<file path="src/rtl/demod_scan_ctrl_pkg.sv">
// ============================================================================
// demod_scan_pkg : shared state encoding and default widths for the scanner
// Rev 1.0
// ============================================================================
`default_nettype none

package demod_scan_pkg;

  localparam int DEF_MAG_WIDTH = 12;
  localparam int DEF_AVG_LOG2  = 6;
  localparam int ACC_WIDTH     = DEF_MAG_WIDTH + DEF_AVG_LOG2;

  typedef enum logic [2:0] {
    IDLE    = 3'd0,
    TUNE    = 3'd1,
    SETTLE  = 3'd2,
    MEASURE = 3'd3,
    COMPARE = 3'd4,
    LOCK    = 3'd5
  } scan_state_t;

endpackage

`default_nettype wire

</file>
<file path="src/rtl/demod_scan_ctrl_avg_meter.sv">
// ============================================================================
// scan_avg_meter : strobe-qualified settle counter and magnitude accumulator
// Rev 1.0
// ============================================================================
`default_nettype none

module scan_avg_meter
  import demod_scan_pkg::*;
#(
  parameter int MAG_WIDTH      = DEF_MAG_WIDTH,
  parameter int AVG_LOG2       = DEF_AVG_LOG2,
  parameter int SETTLE_SAMPLES = 64,
  parameter int ACC_W          = ACC_WIDTH
) (
  input  logic                 clk_in,
  input  logic                 RST,
  input  logic                 clear,
  input  logic                 settle_en,
  input  logic                 meas_en,
  input  logic                 am_valid,
  input  logic [MAG_WIDTH-1:0] am_in,
  output logic                 settle_done,
  output logic                 meas_done,
  output logic [MAG_WIDTH-1:0] level
);

  localparam int c_settle_w    = (SETTLE_SAMPLES > 1) ? $clog2(SETTLE_SAMPLES) : 1;
  localparam int c_settle_last = (SETTLE_SAMPLES > 0) ? SETTLE_SAMPLES - 1 : 0;
  localparam int c_meas_w      = (AVG_LOG2 > 0) ? AVG_LOG2 : 1;
  localparam int c_meas_last   = (1 << AVG_LOG2) - 1;

  logic [c_settle_w-1:0] r_settle_cnt;
  logic [c_meas_w-1:0]   r_meas_cnt;
  logic [ACC_W-1:0]      r_acc;

  assign settle_done = settle_en && am_valid && (r_settle_cnt == c_settle_w'(c_settle_last));
  assign meas_done   = meas_en && am_valid && (r_meas_cnt == c_meas_w'(c_meas_last));
  // Accumulator is wide enough that the top bits are exactly the truncated mean.
  assign level       = r_acc[AVG_LOG2 +: MAG_WIDTH];

  always_ff @(posedge clk_in) begin
    if (RST || clear) begin
      r_settle_cnt <= '0;
      r_meas_cnt   <= '0;
      r_acc        <= '0;
    end else begin
      if (settle_en && am_valid) begin
        r_settle_cnt <= r_settle_cnt + c_settle_w'(1);
      end
      if (meas_en && am_valid) begin
        r_meas_cnt <= r_meas_cnt + c_meas_w'(1);
        r_acc      <= r_acc + ACC_W'(am_in);
      end
    end
  end

endmodule

`default_nettype wire

</file>
<file path="src/rtl/demod_scan_ctrl.sv">
// ============================================================================
// demod_scan_ctrl : steps the NCO across a channel list, averages AM level per
//                   channel and retunes/locks onto the strongest one
// Rev 1.0
// ============================================================================
`default_nettype none

module demod_scan_ctrl
  import demod_scan_pkg::*;
#(
  parameter int PHASE_WIDTH    = 32,
  parameter int MAG_WIDTH      = 12,
  parameter int CH_WIDTH       = 10,
  parameter int SETTLE_SAMPLES = 64,
  parameter int AVG_LOG2       = 6
) (
  input  logic                   clk_in,
  input  logic                   RST,
  input  logic                   start,
  input  logic                   abort,
  input  logic [PHASE_WIDTH-1:0] f_start,
  input  logic [PHASE_WIDTH-1:0] f_step,
  input  logic [CH_WIDTH-1:0]    f_count,
  input  logic                   am_valid,
  input  logic [MAG_WIDTH-1:0]   am_in,
  output logic [PHASE_WIDTH-1:0] Fre_word,
  output logic                   busy,
  output logic                   done,
  output logic                   locked,
  output logic [CH_WIDTH-1:0]    best_index,
  output logic [MAG_WIDTH-1:0]   best_level
);

  scan_state_t            r_state, w_state_nxt;
  logic [PHASE_WIDTH-1:0] r_freq, w_freq_nxt;
  logic [PHASE_WIDTH-1:0] r_step, w_step_nxt;
  logic [CH_WIDTH-1:0]    r_count, w_count_nxt;
  logic [CH_WIDTH-1:0]    r_idx, w_idx_nxt;
  logic [PHASE_WIDTH-1:0] r_fre_word, w_fre_nxt;
  logic [PHASE_WIDTH-1:0] r_best_freq, w_best_freq_nxt;
  logic [CH_WIDTH-1:0]    r_best_index, w_best_index_nxt;
  logic [MAG_WIDTH-1:0]   r_best_level, w_best_level_nxt;
  logic                   r_busy, w_busy_nxt;
  logic                   r_done, w_done_nxt;
  logic                   r_locked, w_locked_nxt;

  logic                   w_meter_clear;
  logic                   w_settle_done;
  logic                   w_meas_done;
  logic [MAG_WIDTH-1:0]   w_level;

  scan_avg_meter #(
    .MAG_WIDTH      (MAG_WIDTH),
    .AVG_LOG2       (AVG_LOG2),
    .SETTLE_SAMPLES (SETTLE_SAMPLES),
    .ACC_W          (MAG_WIDTH + AVG_LOG2)
  ) u_meter (
    .clk_in      (clk_in),
    .RST         (RST),
    .clear       (w_meter_clear),
    .settle_en   (r_state == SETTLE),
    .meas_en     (r_state == MEASURE),
    .am_valid    (am_valid),
    .am_in       (am_in),
    .settle_done (w_settle_done),
    .meas_done   (w_meas_done),
    .level       (w_level)
  );

  always_comb begin
    w_state_nxt      = r_state;
    w_freq_nxt       = r_freq;
    w_step_nxt       = r_step;
    w_count_nxt      = r_count;
    w_idx_nxt        = r_idx;
    w_fre_nxt        = r_fre_word;
    w_best_freq_nxt  = r_best_freq;
    w_best_index_nxt = r_best_index;
    w_best_level_nxt = r_best_level;
    w_busy_nxt       = r_busy;
    w_done_nxt       = 1'b0;
    w_locked_nxt     = r_locked;
    w_meter_clear    = 1'b0;

    case (r_state)
      IDLE: begin
        if (start) begin
          if (f_count == '0) begin
            w_done_nxt = 1'b1;
          end else begin
            w_freq_nxt   = f_start;
            w_step_nxt   = f_step;
            w_count_nxt  = f_count;
            w_idx_nxt    = '0;
            w_locked_nxt = 1'b0;
            w_busy_nxt   = 1'b1;
            w_state_nxt  = TUNE;
          end
        end
      end
      TUNE: begin
        w_fre_nxt     = r_freq;
        w_meter_clear = 1'b1;
        w_state_nxt   = (SETTLE_SAMPLES == 0) ? MEASURE : SETTLE;
      end
      SETTLE: begin
        if (w_settle_done) w_state_nxt = MEASURE;
      end
      MEASURE: begin
        if (w_meas_done) w_state_nxt = COMPARE;
      end
      COMPARE: begin
        // Strict greater-than so a tie keeps the earlier channel.
        if ((r_idx == '0) || (w_level > r_best_level)) begin
          w_best_level_nxt = w_level;
          w_best_index_nxt = r_idx;
          w_best_freq_nxt  = r_freq;
        end
        if (r_idx == r_count - CH_WIDTH'(1)) begin
          w_state_nxt = LOCK;
        end else begin
          w_idx_nxt   = r_idx + CH_WIDTH'(1);
          w_freq_nxt  = r_freq + r_step;
          w_state_nxt = TUNE;
        end
      end
      LOCK: begin
        w_fre_nxt    = r_best_freq;
        w_locked_nxt = 1'b1;
        w_done_nxt   = 1'b1;
        w_busy_nxt   = 1'b0;
        w_state_nxt  = IDLE;
      end
      default: begin
        w_state_nxt = IDLE;
      end
    endcase

    // Abort freezes the tuned word and partial results and drops everything else.
    if (abort && (r_state != IDLE)) begin
      w_state_nxt      = IDLE;
      w_busy_nxt       = 1'b0;
      w_locked_nxt     = 1'b0;
      w_done_nxt       = 1'b0;
      w_fre_nxt        = r_fre_word;
      w_best_freq_nxt  = r_best_freq;
      w_best_index_nxt = r_best_index;
      w_best_level_nxt = r_best_level;
    end
  end

  always_ff @(posedge clk_in) begin
    if (RST) begin
      r_state      <= IDLE;
      r_freq       <= '0;
      r_step       <= '0;
      r_count      <= '0;
      r_idx        <= '0;
      r_fre_word   <= '0;
      r_best_freq  <= '0;
      r_best_index <= '0;
      r_best_level <= '0;
      r_busy       <= 1'b0;
      r_done       <= 1'b0;
      r_locked     <= 1'b0;
    end else begin
      r_state      <= w_state_nxt;
      r_freq       <= w_freq_nxt;
      r_step       <= w_step_nxt;
      r_count      <= w_count_nxt;
      r_idx        <= w_idx_nxt;
      r_fre_word   <= w_fre_nxt;
      r_best_freq  <= w_best_freq_nxt;
      r_best_index <= w_best_index_nxt;
      r_best_level <= w_best_level_nxt;
      r_busy       <= w_busy_nxt;
      r_done       <= w_done_nxt;
      r_locked     <= w_locked_nxt;
    end
  end

  assign Fre_word   = r_fre_word;
  assign busy       = r_busy;
  assign done       = r_done;
  assign locked     = r_locked;
  assign best_index = r_best_index;
  assign best_level = r_best_level;

endmodule

`default_nettype wire

</file>
<file path="config.mk">
export PLATFORM = sky130hd
export DESIGN_NAME = demod_scan_ctrl
export DESIGN_NICKNAME = d
export VERILOG_FILES = /design/src/rtl/demod_scan_ctrl_pkg.sv /design/src/rtl/demod_scan_ctrl_avg_meter.sv /design/src/rtl/demod_scan_ctrl.sv
export SDC_FILE = /design/constraint.sdc
export NUM_CORES = 1
export LEC_CHECK = 0
export BUFFER_PORTS_ARGS = -buffer_cell sky130_fd_sc_hd__buf_2
export CAP_MARGIN = 20
export CORE_UTILIZATION = 63
export DETAILED_ROUTE_END_ITERATION = 7
export PLACE_DENSITY = 0.84
export REMOVE_ABC_BUFFERS = 1
export SLEW_MARGIN = 10
export SYNTH_ARGS = -nofsm -noshare
export SYNTH_HDL_FRONTEND = slang
export SYNTH_SLANG_ARGS = --single-unit
</file>
<file path="constraint.sdc">
create_clock -name clk_in -period 4.45 [get_ports clk_in]
set_clock_uncertainty 0.05 [all_clocks]
set_input_delay 0.89 -clock clk_in [delete_from_list [all_inputs] [get_ports clk_in]]
set_output_delay 0.89 -clock clk_in [all_outputs]
set_load 0.01 [all_outputs]
</file>
-- Word-level counts from Yosys, hierarchy flattened
Cells that the tools add are included.
- RAM bits: 0
- bits in latches: 0
- flip-flop bits (word level): 206
- memory bits (read-only): 0
- output and inout port bits: 57
- memories kept: 0
- input bits: 91
- bitwise logic cells: 2
- eq/ne operators: 13
- divide/modulo/power cells: 0
- muxes and demuxes: 25
- multiply operators: 0
- order comparisons: 1
- reduce and logical (&&, ||, !) cells: 21
- shift-type cells: 0
- $add $sub $neg: 6
- operator list (cell ; count):
    32-bit case mux with 2 select lines ; 2
    32-bit 2-to-1 mux ; 3
    32-bit adder ; 1
    10-bit 2-to-1 mux ; 3
    10-bit logical NOT ; 2
    10-bit case mux with 2 select lines ; 1
    18-bit by 12-bit adder with 18-bit output ; 1
    3-bit 2-to-1 mux ; 5
    3-bit case mux with 5 select lines ; 1
    6-bit by 1-bit adder with 6-bit output, second input constant ; 2
    6-bit == test, second input constant ; 2
    12-bit greater-than comparator ; 1
    10-bit by 1-bit adder with 10-bit output, second input constant ; 1
    10-bit == test ; 1
    2-bit != test, second input constant ; 5
    10-bit by 1-bit subtractor with 10-bit output, second input constant ; 1
    3-bit AND reduction ; 3
    4-bit AND reduction ; 2
    1-bit 2-to-1 mux ; 7
    3-bit by 2-bit == test with 1-bit output, second input constant ; 2
    3-bit == test, second input constant ; 2
    1-bit case mux with 2 select lines ; 3
    2-bit nonzero test ; 3
    1-bit logical AND ; 5
    other kinds (7) ; 9

-- Longest topological paths before layout
- depth after elaboration: 5
- gate-level depth with buffers: 13
- mapped depth without buffers: 12

-- Hierarchy
A second synthesis with hierarchy kept.
- cells, all modules: 1559
- area, all modules: 12503.2 µm²
- by module, submodules not included (module ; area each (µm²) ; sequential area each (µm²) ; cells an instance ; instances):
    demod_scan_ctrl ; 10640.2 ; 3523.4 ; 1333 ; 1
    scan_avg_meter ; 1863.0 ; 600.6 ; 226 ; 1

-- Least setup slack after synthesis
Ideal clock, no wire load.
- path type: input-to-reg
- start point: input port am_in[0]
- end point: register u_meter.r_acc[10]
- arrival time: 3.114 ns
- setup slack: 1.215 ns
- library setup time: 0.070 ns
- path buffers: 0
- stages on the path: 11
- cell sequence: ha_1 -> fa_1 -> a21o_1 -> a21oi_1 -> o21bai_1 -> a21o_1 -> a21oi_1 -> o21ai_0 -> o21ai_0 -> or3b_2 -> a21oi_1
- word-level cells in the longest chain between the ends: 1
- RTL lines (what ; line ; text):
    start, declared ; demod_scan_ctrl.sv:25 ; input logic [MAG_WIDTH-1:0] am_in,
    18-bit by 12-bit adder with 18-bit output ; demod_scan_ctrl_avg_meter.sv:52 ; r_acc <= r_acc + ACC_W'(am_in);
    end signal, assigned ; demod_scan_ctrl_avg_meter.sv:52 ;
    end, declared ; demod_scan_ctrl_avg_meter.sv:34 ; logic [ACC_W-1:0] r_acc;
No other way between the ends.
A chain may end at the register's enable or synchronous reset.

-- Final worst setup path
- start point: register r_freq[0]
- end point: register r_freq[28]
- word-level cells in the longest chain between the ends: 3
- RTL lines (what ; line ; text):
    start, declared ; demod_scan_ctrl.sv:35 ; logic [PHASE_WIDTH-1:0] r_freq, w_freq_nxt;
    start signal, assigned ; demod_scan_ctrl.sv:168 ; r_freq <= w_freq_nxt;
    32-bit adder ; demod_scan_ctrl.sv:123 ; w_freq_nxt = r_freq + r_step;
    32-bit 2-to-1 mux ; demod_scan_ctrl.sv:119 ; if (r_idx == r_count - CH_WIDTH'(1)) begin
    32-bit case mux with 2 select lines ; demod_scan_ctrl.sv:85 ; case (r_state)
No other way between the ends. The select of a mux whose other input is x is not followed.

==> summary.txt <==
Outcome
  • Run status: finished clean

Worst setup path
  • Kind of critical path: register to register
  • Crit path launch type: register
  • R2R setup slack: 1.15 ns
  • FF-to-FF path depth: 12
  • Worst EP required: 4.79 ns
  • Reg2reg end: r_freq[28]
  • Worst-path fanout max: 7
  • Crit path DAT: 3.64 ns
  • Reg-to-reg critical path startpoint: r_freq[0]
  • Critical Path Sink Type: register

Power
  • Pwr Total: 0.00456 W
  • Clk pwr share: 0.405
  • Maximum vdd drop: 0.326 mV
  • Power per cell area: 369 nW/um^2
  • Power Internal: 0.00331 W
  • Net switching power: 0.00125 W
  • Combinational fraction of design power: 0.153
  • Switch share: 0.275
  • Cell leakage power: 5.57 nW
  • Flop pwr share: 0.443

Timing
  • Max Transition Viols Final: 0
  • RSZ-0062 raised after global routing: no
  • Final Hold Vio Count: 0
  • Post-Route Setup TNS: 0 ns
  • Final setup vio count: 0
  • F_max: 303 MHz
  • Period utilisation layout: 0.741
  • Shortest period the worst path allows: 3.30 ns
  • Worst-Margin Slew: 0.947 ns
  • Slew Limit Headroom: 0.368

Placement
  • IO buf count: 147
  • DP HPWL: 18.6 mm
  • Placer Congestion: 0.924

Route
  • TritonRoute pass-1 iters: 5
  • DRC viols: 0
  • 1st-iter DRT viols: 586
  • Per-cell routed wire length: 16.5 um
  • Antenna viol nets, final: 0
  • Vias per cell: 6.02
  • Routed WL: 27.4 mm
  • Via count: 9976

Global routing
  • Total Routing Usage GR: 0.310
  • Vias in the first global route: 9458
  • Initial antenna violation count: 0
  • First-pass GRT wire length: 45.1 mm
  • Largest net degree at the start of global routing: 74
  • GRT overflow: 0

Clock tree
  • Longest Clk Path Bufs: 3
  • Num CTS Buffers: 22
  • CTS resizes: 0
  • Clock sink count: 206
  • Hold-fix buffers, CTS: 0
  • # Post-CTS Setup Buffers: 0
  • Clock Latency Late Sink: 0.50 ns
  • CTS tree: built
  • # H-tree levels: 1
  • Clock transition at path regs: 0.06 ns
  • Clock root cell: clkbuf_16

Job
  • Max cap viols: 0

Finish
  • Fill cells: 1286
  • # nets final: 1574
  • Core Util, Final: 0.743
  • Ratio of cells with drive above 1 in the final layout: 0.153
  • Area Overhead vs Synth: 14.3%

Floorplan
  • Initial Utilization: 0.650
  • Num rows: 47
  • Die height: 133 um
  • IO Pins: 148
  • Die W: 133 um
  • Core area: 16600 um^2
  • Die ar.: 17700 um^2

Logic synthesis
  • Cell Area, Synth: 10800 um^2
  • Synth top area cells: dfxtp_1 (38%), nand2_1 (7.0%), ha_1 (6.9%), a21oi_1 (6.7%), mux2i_1 (5.6%)
  • EDFF count, synth: 0
  • Count leader, synth: dfxtp_1
  • Top cell type's share of synthesized area: 0.382
  • Seq cells post-synth: 206
  • Post-synthesis sequential area ratio: 0.382
  • Ys Warns: 0
  • Syn Inst Count: 1316
  • Netlist cell types: 66
  • Synth cell count leaders: dfxtp_1 (206), nand2_1 (201), a21oi_1 (144), nor2_1 (128), clkbuf_1 (67)
  • Synth area leader: dfxtp_1
  • FFs w/ async S/R, synth: 0
  • Main synth FF type: dfxtp_1
  • Mean Syn Cell Area: 8.21 um^2

Hold path
  • WHS Path Cells: 2
  • Hold Startpoint: Fre_word[31]
  • WHS Endpoint: Fre_word[31]
  • Worst hold path type: register to register
layer usage:
layer	global-route usage	up-vias	share of wire
met5	0	-	0
met1	0.405	4691	0.44
li1	-	4885	-
met3	0.0360	61	0.058
met4	0.116	0	0.032
met2	0.524	339	0.47
cell families after synthesis:
kind of cell	share of synthesized area
and+or+nand+nor	0.189
muxes	0.0576
adders and majority gates	0.0732
DFF	0.382
AOI/OAI and AO/OA	0.210
xor gates and xnor gates	0.0429
buffers and inverters	0.0454
sequential cells by signal (all words and copies together) (netlist names):
name,count
Fre_word,32
r_best_freq,32
r_freq,32
r_step,32
u_meter.r_acc,18
best_level,12
best_index,10
r_count,10
r_idx,10
u_meter.r_meas_cnt,6
u_meter.r_settle_cnt,6
r_state,3
busy,1
done,1
locked,1
worst max-delay path by stage:
| stage | depth (start not counted) | endpoint | slack, ns | from |
|---|---|---|---|---|
| after global routing | 12 | r_freq[28] | 0.88 | r_freq[0] |
| after detailed placement | 12 | u_meter.r_acc[10] | 0.91 | am_in[0] |
| after CTS | 12 | r_freq[28] | 1.23 | r_freq[0] |
| final | 12 | r_freq[28] | 1.15 | r_freq[0] |
| after global placement | 12 | u_meter.r_acc[10] | 0.94 | am_in[0] |
| after floorplan | 9 | r_idx[8] | 0.90 | r_state[0] |
area by class of cell:
type / instances / area [um^2] / area share
repair buffers: 164 / 878 / 0.0711
inverters: 39 / 146 / 0.0118
clock inverters: 5 / 77.6 / 0.00628
diodes: 1 / 2.50 / 0.000203
clock buffers: 33 / 643 / 0.0520
multi-input cells: 988 / 6210 / 0.503
flip-flops and latches: 206 / 4120 / 0.334
well taps: 220 / 275 / 0.0223
metrics by stage:
stage          cell area (um^2)  hold slack, ns  setup slack (ns)  std cells
6_report                  12400           0.397              1.15       1656
5_1_grt                   12400           0.413             0.880       1655
4_1_cts                   12400           0.398              1.23       1655
3_5_place_dp              11600           0.391             0.905       1617
3_3_place_gp              11600           0.387             0.943       1617
2_1_floorplan             10500           0.384             0.904       1233
worst max-delay path: stages, from the launching register on:
cell	delay [ns]
dfxtp_1	0.37
ha_1	0.20
inv_1	0.06
fa_1	0.38
nor2b_1	0.19
o21a_1	0.18
o211ai_1	0.09
a31oi_1	0.26
o21ai_1	0.24
a2111oi_0	0.77
nor3_1	0.14
a21oi_1	0.16
a21oi_1	0.08
power groups by stage:
stage | clock network, W | registers (W) | logic, W
2_1_floorplan | 0 | 0.00203 | 0.000464
3_3_place_gp | 0 | 0.00205 | 0.000665
3_5_place_dp | 0 | 0.00205 | 0.000681
4_1_cts | 0.00186 | 0.00201 | 0.000689
5_1_grt | 0.00195 | 0.00203 | 0.000778
6_report | 0.00184 | 0.00202 | 0.000696
cells in the final DEF, fill, tap and decap left out, types with 3 or more instances in the layout:
| cell type | n |
|---|---|
| o21ai_1 | 3 |
| clkbuf_16 | 23 |
| o21bai_1 | 9 |
| ha_1 | 60 |
| nand2_1 | 201 |
| a311oi_1 | 9 |
| inv_1 | 38 |
| or2_2 | 4 |
| nor2_1 | 126 |
| xnor2_1 | 24 |
| a22oi_1 | 3 |
| mux2i_1 | 60 |
| nand3b_1 | 3 |
| a211oi_1 | 13 |
| or3_1 | 12 |
| and3_1 | 8 |
| o221ai_1 | 36 |
| and4_1 | 3 |
| clkbuf_1 | 7 |
| a21oi_1 | 144 |
| nor4_1 | 4 |
| o31ai_1 | 5 |
| o21a_1 | 10 |
| nor2b_1 | 8 |
| o21ai_0 | 46 |
| buf_4 | 17 |
| buf_2 | 146 |
| nand4_1 | 18 |
| a211o_1 | 5 |
| o211ai_1 | 7 |
| and2_1 | 5 |
| nor3_1 | 20 |
| clkbuf_8 | 3 |
| a31oi_1 | 16 |
| dfxtp_1 | 206 |
| a21o_1 | 26 |
| nand2b_1 | 9 |
| xor2_1 | 29 |
| nand3_1 | 21 |
(Power assumes the default switching activity.)
